## src/rtl/seg_scan_driver.sv

```systemverilog
// Scans four hex digits onto a common-anode 4-digit seven-segment display.
// Frames are double-buffered so updates land only on a frame boundary.
module seg_scan_driver #(
  parameter int CLK_DIV      = 100000,
  parameter int BLANK_CYCLES = 1000
) (
  input  logic        Clk100Mhz,
  input  logic        rst_n,
  input  logic [15:0] digits,
  input  logic [3:0]  dp_in,
  input  logic [3:0]  digit_en,
  input  logic        load,
  output logic [7:0]  seg,
  output logic [3:0]  an,
  output logic        frame_tick
);

  localparam int PW = (CLK_DIV > 2) ? $clog2(CLK_DIV) : 1;
  localparam logic [PW-1:0] PRESC_MAX = PW'(CLK_DIV - 1);
  localparam logic [PW-1:0] BLANK_END = PW'(BLANK_CYCLES);

  // Active-low segment pattern {g,f,e,d,c,b,a} for one hex nibble.
  function automatic logic [6:0] hexDecode(input logic [3:0] nibble);
    logic [6:0] pattern;
    case (nibble)
      4'h0:    pattern = 7'h40;
      4'h1:    pattern = 7'h79;
      4'h2:    pattern = 7'h24;
      4'h3:    pattern = 7'h30;
      4'h4:    pattern = 7'h19;
      4'h5:    pattern = 7'h12;
      4'h6:    pattern = 7'h02;
      4'h7:    pattern = 7'h78;
      4'h8:    pattern = 7'h00;
      4'h9:    pattern = 7'h10;
      4'hA:    pattern = 7'h08;
      4'hB:    pattern = 7'h03;
      4'hC:    pattern = 7'h46;
      4'hD:    pattern = 7'h21;
      4'hE:    pattern = 7'h06;
      4'hF:    pattern = 7'h0E;
      default: pattern = 7'h7F;
    endcase
    return pattern;
  endfunction

  logic [PW-1:0] prescalerR;
  logic [1:0]    digitIdxR;
  logic [15:0]   activeDigitsR;
  logic [3:0]    activeDpR;
  logic [3:0]    activeEnR;
  logic [15:0]   pendDigitsR;
  logic [3:0]    pendDpR;
  logic [3:0]    pendEnR;
  logic          pendValidR;

  logic          slotWrapS;
  logic          frameEndS;
  logic          inBlankS;
  logic [3:0]    curNibbleS;
  logic [7:0]    segNextS;
  logic [3:0]    anNextS;

  assign slotWrapS = (prescalerR == PRESC_MAX);
  assign frameEndS = slotWrapS && (digitIdxR == 2'd3);
  assign inBlankS  = (prescalerR < BLANK_END);

  // Slot prescaler and digit index.
  always_ff @(posedge Clk100Mhz or negedge rst_n) begin
    if (!rst_n) begin
      prescalerR <= '0;
      digitIdxR  <= 2'd0;
    end else if (slotWrapS) begin
      prescalerR <= '0;
      digitIdxR  <= digitIdxR + 2'd1;
    end else begin
      prescalerR <= prescalerR + PW'(1);
    end
  end

  // Frame-boundary pulse, visible the cycle after the 3->0 wrap.
  always_ff @(posedge Clk100Mhz or negedge rst_n) begin
    if (!rst_n) begin
      frame_tick <= 1'b0;
    end else begin
      frame_tick <= frameEndS;
    end
  end

  // Pending/active buffers; a load coinciding with the boundary bypasses pending.
  always_ff @(posedge Clk100Mhz or negedge rst_n) begin
    if (!rst_n) begin
      activeDigitsR <= 16'h0000;
      activeDpR     <= 4'h0;
      activeEnR     <= 4'h0;
      pendDigitsR   <= 16'h0000;
      pendDpR       <= 4'h0;
      pendEnR       <= 4'h0;
      pendValidR    <= 1'b0;
    end else if (load && frameEndS) begin
      activeDigitsR <= digits;
      activeDpR     <= dp_in;
      activeEnR     <= digit_en;
      pendValidR    <= 1'b0;
    end else if (load) begin
      pendDigitsR   <= digits;
      pendDpR       <= dp_in;
      pendEnR       <= digit_en;
      pendValidR    <= 1'b1;
    end else if (frameEndS && pendValidR) begin
      activeDigitsR <= pendDigitsR;
      activeDpR     <= pendDpR;
      activeEnR     <= pendEnR;
      pendValidR    <= 1'b0;
    end else begin
      pendValidR    <= pendValidR;
    end
  end

  // Nibble selected by the current digit index.
  always_comb begin
    curNibbleS = 4'h0;
    case (digitIdxR)
      2'd0:    curNibbleS = activeDigitsR[3:0];
      2'd1:    curNibbleS = activeDigitsR[7:4];
      2'd2:    curNibbleS = activeDigitsR[11:8];
      2'd3:    curNibbleS = activeDigitsR[15:12];
      default: curNibbleS = 4'h0;
    endcase
  end

  // Next segment/anode drive: dark during blanking or for disabled digits.
  always_comb begin
    segNextS = 8'hFF;
    anNextS  = 4'hF;
    if (inBlankS) begin
      segNextS = 8'hFF;
      anNextS  = 4'hF;
    end else if (activeEnR[digitIdxR]) begin
      anNextS  = ~(4'b0001 << digitIdxR);
      segNextS = {~activeDpR[digitIdxR], hexDecode(curNibbleS)};
    end else begin
      segNextS = 8'hFF;
      anNextS  = 4'hF;
    end
  end

  // Registered display outputs; reset forces the display dark immediately.
  always_ff @(posedge Clk100Mhz or negedge rst_n) begin
    if (!rst_n) begin
      seg <= 8'hFF;
      an  <= 4'hF;
    end else begin
      seg <= segNextS;
      an  <= anNextS;
    end
  end

endmodule
```

## config.mk

```make
export PLATFORM = sky130hd
export DESIGN_NAME = seg_scan_driver
export DESIGN_NICKNAME = d
export VERILOG_FILES = /design/src/rtl/seg_scan_driver.sv
export SDC_FILE = /design/constraint.sdc
export NUM_CORES = 1
export LEC_CHECK = 0
export CORE_UTILIZATION = 50
export DETAILED_ROUTE_END_ITERATION = 10
export PLACE_DENSITY = 0.72
export SYNTH_ARGS = -nofsm -noshare
export SYNTH_HDL_FRONTEND = slang
export SYNTH_SLANG_ARGS = --single-unit
```

## constraint.sdc

```tcl
create_clock -name Clk100Mhz -period 2.3 [get_ports Clk100Mhz]
set_input_delay 0.23 -clock Clk100Mhz [delete_from_list [all_inputs] [get_ports Clk100Mhz]]
set_output_delay 0.23 -clock Clk100Mhz [all_outputs]
set_load 0.01 [all_outputs]
```

==> results of run 1 <==
[layout by cell type (no fill, tap or decap), drive strengths merged, types with 3 or more instances in the layout]
cell / n
dfrtp: 69
nand2: 42
clkdlybuf4s50: 38
mux2i: 29
o21ai: 28
mux2: 25
buf: 16
clkbuf: 15
nor2: 14
xnor2: 12
dfstp: 12
ha: 11
inv: 8
nand3: 7
a21oi: 5
xor2: 4
and3: 4
nor3: 3
o211ai: 3
a222oi: 3
o221ai: 3
and4: 3
nand4: 3
[what timing repair did]
| item | in CTS | in global routing |
|---|---|---|
| buffers inserted | 0 | 2 |
| endpoints found under the hold margin | 40 | 0 |
| hold buffers | 1 | 0 |
| setup endpoints to repair | 0 | 6 |
| resized for setup | 0 | 9 |
[flip-flops by register name (all words and copies together) (netlist names)]
signal	flops
an	4
activeDigitsR	16
activeDpR	4
activeEnR	4
pendDpR	4
frame_tick	1
digitIdxR	2
pendEnR	4
seg	8
prescalerR	17
pendDigitsR	16
pendValidR	1
[routing by layer]
layer | share of wire [%] | vias up
li1 | - | 1229
met1 | 48 | 1240
met2 | 48 | 33
met3 | 3.0 | 10
met4 | 1.5 | 0
met5 | 0 | -
[worst max-delay path by stage]
stage,start,endpoint,cells after the start
floorplan,digitIdxR[0]$_DFFE_PN0N_,seg[0]$_DFF_PN1_,8
global placement,digitIdxR[0]$_DFFE_PN0N_,seg[0]$_DFF_PN1_,8
detailed placement,digitIdxR[0]$_DFFE_PN0N_,seg[1]$_DFF_PN1_,8
CTS,digitIdxR[0]$_DFFE_PN0N_,seg[1]$_DFF_PN1_,8
global route,digitIdxR[0]$_DFFE_PN0N_,seg[1]$_DFF_PN1_,8
finish,digitIdxR[0]$_DFFE_PN0N_,seg[0]$_DFF_PN1_,8
[cell families (layout without fill, tap and decap cells)]
family | count (synthesis) | in the layout | synth area share [%]
simple gates | 86 | 86 | 11.2
flops | 81 | 81 | 52.7
mux | 56 | 56 | 17.9
compound gates | 48 | 48 | 7.56
buf+inv | 24 | 79 | 3.52
xor+xnor | 16 | 16 | 3.62
fa+ha+maj | 11 | 11 | 3.55
[synth_stat cells (3+ instances only)]
library cell	count	area share, %
o221ai_1	3	0.68
nand4_1	3	0.48
nand2_1	42	4.1
o21ai_0	28	3.6
o211ai_1	3	0.58
dfstp_2	12	8.1
dfrtp_1	69	45
nor2_1	14	1.4
a21oi_1	5	0.65
inv_1	8	0.78
xor2_1	4	0.90
buf_2	5	0.65
ha_1	11	3.6
and4_1	3	0.68
a222oi_1	3	0.78
xnor2_1	12	2.7
mux2i_1	29	7.5
mux2_4	20	7.8
clkbuf_1	6	0.58
nand3_1	7	0.90
mux2_2	3	0.87
nor3_1	3	0.39
[power by group through the flow]
stage / clock network [mW] / logic, mW / registers (mW)
5_1_grt: 1.12 / 0.236 / 1.49
4_1_cts: 1.08 / 0.222 / 1.49
3_3_place_gp: 0 / 0.214 / 1.51
6_report: 1.04 / 0.217 / 1.49
2_1_floorplan: 0 / 0.123 / 1.51
3_5_place_dp: 0 / 0.219 / 1.52
[layout make-up]
cell class / count / area, sq um / area share (%)
Tap cell: 99 / 124 / 2.66
Clock buffer: 15 / 199 / 4.28
Multi-Input combinational cell: 217 / 1710 / 36.8
Inverter: 8 / 30.0 / 0.646
Timing Repair Buffer: 55 / 536 / 11.5
Clock inverter: 1 / 5.00 / 0.108
Sequential cell: 81 / 2040 / 43.9
[worst reg2reg max path: cells and delay by family (launching register included)]
family	cells	cell delay (ns)
fa+ha+maj	2	0.48
flops	1	0.41
buf+inv	1	0.15
simple gates	2	0.44
mux	1	0.18
compound gates	2	0.41
==> impl_metrics.csv, run 1 <==
group,metric,value,unit
placement,placed_cell_area,4400,sq um
worst_setup_path,startpoint_type,"flop",
power,switching_share,21.7,%
synthesis,synth_nets,360,
floorplanning,die_h,90.0,um
grt,first_global_vias,2615,
timing,fin_crit_sh,93.4,%
power,power,2.75,mW
power,p_int,2.15,mW
worst_setup_path,cp_num_buf_inv,1,
worst_setup_path,path_class,"reg -> reg",
placement,dp_hpwl,4.91,mm
route,drc,0,
worst_setup_path,r2r_slack,0.15,ns
worst_setup_path,crit_required,2.56,ns
grt,grt.total_usage,19.1,%
timing,setup_violations,0,
floorplanning,rows,31,
route,vias_per_cell,5.28,
cts,cts.clk_slew.worst_paths,0.08,ns
timing,hold_viol,0,
final_layout,layout-drive-gt1-share,20.7,%
worst_setup_path,end_kind,"flop",
power,power.switching,0.597,mW
grt,grt_overflow_total,0,
timing,relSlewSlack,63.1,%
power,p_leak,2.05,nW
route,wire_per_inst,14.6,um
grt,grt_antenna_before_repair,0,
timing,timing.hold.ws,0.402,ns
worst_setup_path,arrival,2.41,ns
power,power_density,591,nW/um^2
power,vdd_ir_drop_max,0.387,mV
grt,grt_pass1_wl,12.2,mm
cts,root_buffer,"clkbuf_8",
placement,place_ws,0.0989,ns
grt,grtUsageMet2,30.9,%
placement,dpl.cell_count,457,
timing,fin_crit,2.15,ns
final_layout,area_growth_syn_to_layout,20.0,%
final_layout,finalInstanceArea,4650,sq um
synthesis,async_flop_share,100,%
placement,io_buffers,39,
timing,tightest_slew,0.538,ns
grt,use_met1,24.8,%
timing,setup_ws,0.151,ns
route,drtIter0Drc,89,
final_layout,final_util,63.1,%
worst_setup_path,crit_chain,"buf_4, ha_1, a222oi_1, mux2i_2, ha_2, or3_1, o221ai_1, nand2_1",
status,status,"completed",
synthesis,yosysSeqAreaShare,52.7,%
cts,clock_path_buffers,2,
worst_setup_path,r2r_cells,8,
cts,cts_sinks,81,
worst_setup_path,reg2reg_from,"digitIdxR[0]$_DFFE_PN0N_",
route,ant_nets,0,
floorplanning,core_area,7370,sq um
floorplanning,ioPinCount,40,
timing,slew_viol_final,0,
worst_setup_path,cp_max_fo,5,
timing,fin_skew,0.0125,ns
timing,tns,0,ns
synthesis,synth_edf_count,0,
synthesis,syn_area_per_cell,12.0,sq um
placement,gp_congestion,0.833,
cts,htreeDepth,3,
route,vias,2512,
synthesis,synthCells,322,
floorplanning,die_w,90.0,um
cts,cts_buffers,9,
final_layout,final_cells,476,
final_layout,n_fill_cell,615,
power,combPwrFrac,7.9,%
cts,clock_latency,0.35,ns
worst_setup_path,crit_path_top_delay_cell,"dfrtp_1",
worst_setup_path,worst_path_dominant_cell_family,"adder cells",
flow_run,drv_cap,0,
route,drtPass1Iterations,4,
power,pwr-share-seq,54.2,%
synthesis,yosysWarnings,0,
floorplanning,dieArea,8100,sq um
grt,gr-usage-met3,5.41,%
timing,clock.fmax,465,MHz
cts,cts_tree,"built",
floorplanning,initial_core_util,52.6,%
worst_setup_path,r2r-end,"seg[0]$_DFF_PN1_",
power,p_clk_share,37.9,%
worst_setup_path,cpPeakStageDelay,0.41,ns
synthesis,mappedNetlistArea,3870,sq um
worst_hold_path,hold_class,"in -> async",
route,routed_wl,6.97,mm
grt,busiest_layer,"met2",
final_layout,fin_nets,410,
synthesis,synth_cell_types,41,
synthesis,ys_seq_elements,81,
grt,grt_max_degree,49,
final_layout,antennaDiodeCount,0,
synthesis,synth_ff_type,"dfrtp_1",
Note: power is estimated with default switching activity, not from simulation.
==> run 2: changes to the inputs <==
--- a/config.mk
+++ b/config.mk
@@ -7,6 +7,7 @@
 export LEC_CHECK = 0
 export CORE_UTILIZATION = 50
 export DETAILED_ROUTE_END_ITERATION = 10
+export GPL_TIMING_DRIVEN = 0
 export PLACE_DENSITY = 0.72
 export SYNTH_ARGS = -nofsm -noshare
 export SYNTH_HDL_FRONTEND = slang
==> impl_metrics.csv, run 2 (synthesized netlist as in run 1, its figures left out) <==
group,metric,value,unit
timing,fin_skew,0.0114,ns
cts,clock_path_buffers,2,
timing,setup_ws,0.0792,ns
final_layout,area_growth_syn_to_layout,20.7,%
route,vias_per_cell,5.31,
power,p_leak,2.04,nW
floorplanning,initial_core_util,52.6,%
power,pwr-share-seq,57.0,%
worst_setup_path,r2r_slack,0.08,ns
route,vias,2564,
final_layout,n_fill_cell,574,
worst_setup_path,crit_required,2.56,ns
final_layout,layout-drive-gt1-share,21.1,%
route,routed_wl,7.13,mm
grt,grt_antenna_before_repair,0,
route,drtPass1Iterations,4,
timing,setup_violations,0,
grt,grt_pass1_wl,12.0,mm
timing,hold_viol,0,
final_layout,largest_register,"prescalerR",
grt,grt_overflow_total,0,
floorplanning,die_h,90.0,um
worst_setup_path,cp_max_fo,5,
timing,relSlewSlack,50.0,%
final_layout,fin_nets,417,
status,status,"completed",
final_layout,final_cells,483,
worst_setup_path,startpoint_type,"flop",
power,switching_share,22.9,%
cts,root_buffer,"clkbuf_8",
placement,io_buffers,38,
route,drtIter0Drc,117,
worst_hold_path,hold_class,"in -> reg",
cts,cts_sinks,81,
timing,fin_crit,2.22,ns
grt,grt_max_degree,48,
worst_setup_path,reg2reg_from,"digitIdxR[0]$_DFFE_PN0N_",
worst_setup_path,arrival,2.48,ns
final_layout,largest_reg_flops,17,
flow_run,drv_cap,0,
final_layout,antennaDiodeCount,0,
placement,dpl.cell_count,460,
power,power_density,559,nW/um^2
cts,htreeDepth,3,
timing,tightest_slew,0.750,ns
power,combPwrFrac,8.5,%
floorplanning,rows,31,
worst_setup_path,r2r_cells,8,
route,ant_nets,0,
timing,fin_crit_sh,96.6,%
worst_hold_path,hold_end,"pendValidR$_DFFE_PN0P_",
placement,gp_congestion,0.782,
cts,cts_tree,"built",
power,power,2.61,mW
floorplanning,die_w,90.0,um
worst_setup_path,r2r-end,"seg[1]$_DFF_PN1_",
final_layout,final_cell_mix,"dfrtp_1, nand2_1, clkdlybuf4s50_1",
timing,timing.hold.ws,0.305,ns
timing,rsz0062_at_grt,"yes",
power,vdd_ir_drop_max,0.336,mV
final_layout,largestRegisters,"prescalerR (17), activeDigitsR (16), pendDigitsR (16)",
final_layout,mostFrequentLayoutCell,"dfrtp_1",
power,power.switching,0.598,mW
route,wire_per_inst,14.8,um
power,p_clk_share,34.5,%
placement,place_ws,-0.103,ns
power,p_int,2.02,mW
worst_hold_path,worstHoldStart,"load",
grt,grt.total_usage,19.0,%
route,drc,0,
timing,tns,0,ns
grt,first_global_vias,2528,
cts,cts_buffers,9,
cts,cts.clk_slew.worst_paths,0.08,ns
floorplanning,dieArea,8100,sq um
timing,slew_viol_final,0,
floorplanning,ioPinCount,40,
placement,dp_hpwl,4.86,mm
floorplanning,core_area,7370,sq um
worst_setup_path,path_class,"reg -> reg",
cts,clock_latency,0.35,ns
worst_setup_path,end_kind,"flop",
worst_hold_path,whs_path_depth,3,
timing,clock.fmax,450,MHz
## run 2: changes by cell type in the layout (fill, tap and decap cells not counted), sizes merged
cell,change
clkbuf,+4
clkdlybuf4s50,-1
clkinv,+3
buf,+1
## run 2: through the flow
step | cell area, sq um | util, %
2_1_floorplan | 3870 | -
6_report | 4670 | 63.4
4_1_cts | 4620 | 62.6
5_1_grt | 4670 | 63.4
3_3_place_gp | 4380 | 59.4
3_5_place_dp | 4400 | 59.7
## run 2: repair_timing
action                                  in CTS  in global routing
endpoints found under the hold margin       34                  0
hold buffers                                 1                  0
pin swaps                                    1                  2
endpoints found under the setup margin       6                  5
setup buffers                                4                  2
resized for setup                            3                 13
## run 2: final cells by class
type / instances / area (sq um) / share of cell area, %
plain buffers: 16 / 109 / 2.33
clock inverters: 4 / 20.0 / 0.428
repair buffers: 46 / 460 / 9.85
well taps: 99 / 124 / 2.65
flip-flops and latches: 81 / 2040 / 43.7
inverters: 8 / 30.0 / 0.642
clock buffers: 12 / 145 / 3.10
multi-input cells: 217 / 1740 / 37.3
## run 2: power groups by stage
stage                     Clock, mW  Sequential [mW]  Combinational [mW]
after floorplan                   0             1.51               0.123
after global placement            0             1.51               0.218
after detailed placement          0             1.51               0.226
after CTS                     0.928             1.49               0.228
after global routing          0.983             1.49               0.245
final                         0.901             1.49               0.223
## run 2: how the worst max path moves through the flow
| stage | startpoint | end | slack [ns] | cells after the start |
|---|---|---|---|---|
| after floorplan | digitIdxR[0]$_DFFE_PN0N_ | seg[0]$_DFF_PN1_ | 0.20 | 8 |
| after global placement | rst_n | pendEnR[2]$_DFFE_PN0P_ | -1.84 | 1 |
| after detailed placement | digitIdxR[0]$_DFFE_PN0N_ | seg[0]$_DFF_PN1_ | -0.10 | 8 |
| after CTS | digitIdxR[0]$_DFFE_PN0N_ | seg[3]$_DFF_PN1_ | 0.01 | 9 |
| after global routing | digitIdxR[0]$_DFFE_PN0N_ | seg[1]$_DFF_PN1_ | -0.03 | 8 |
| final | digitIdxR[0]$_DFFE_PN0N_ | seg[1]$_DFF_PN1_ | 0.08 | 8 |
## run 2: worst max-delay path, cell delays in order (launching register included)
cell and delay (ns):
dfrtp_2 0.39, inv_1 0.09, ha_2 0.23, a222oi_1 0.50, mux2i_4 0.19, inv_2 0.13, ha_1 0.26, o211ai_1 0.17
o311ai_0 0.16
## run 2: routing by layer
metal,GRT usage [%],part of all wire (%),up-vias
met5,0,0,-
met4,8.87,1.2,0
met3,2.88,2.8,5
met2,30.2,49,40
met1,25.6,47,1268
li1,-,-,1251
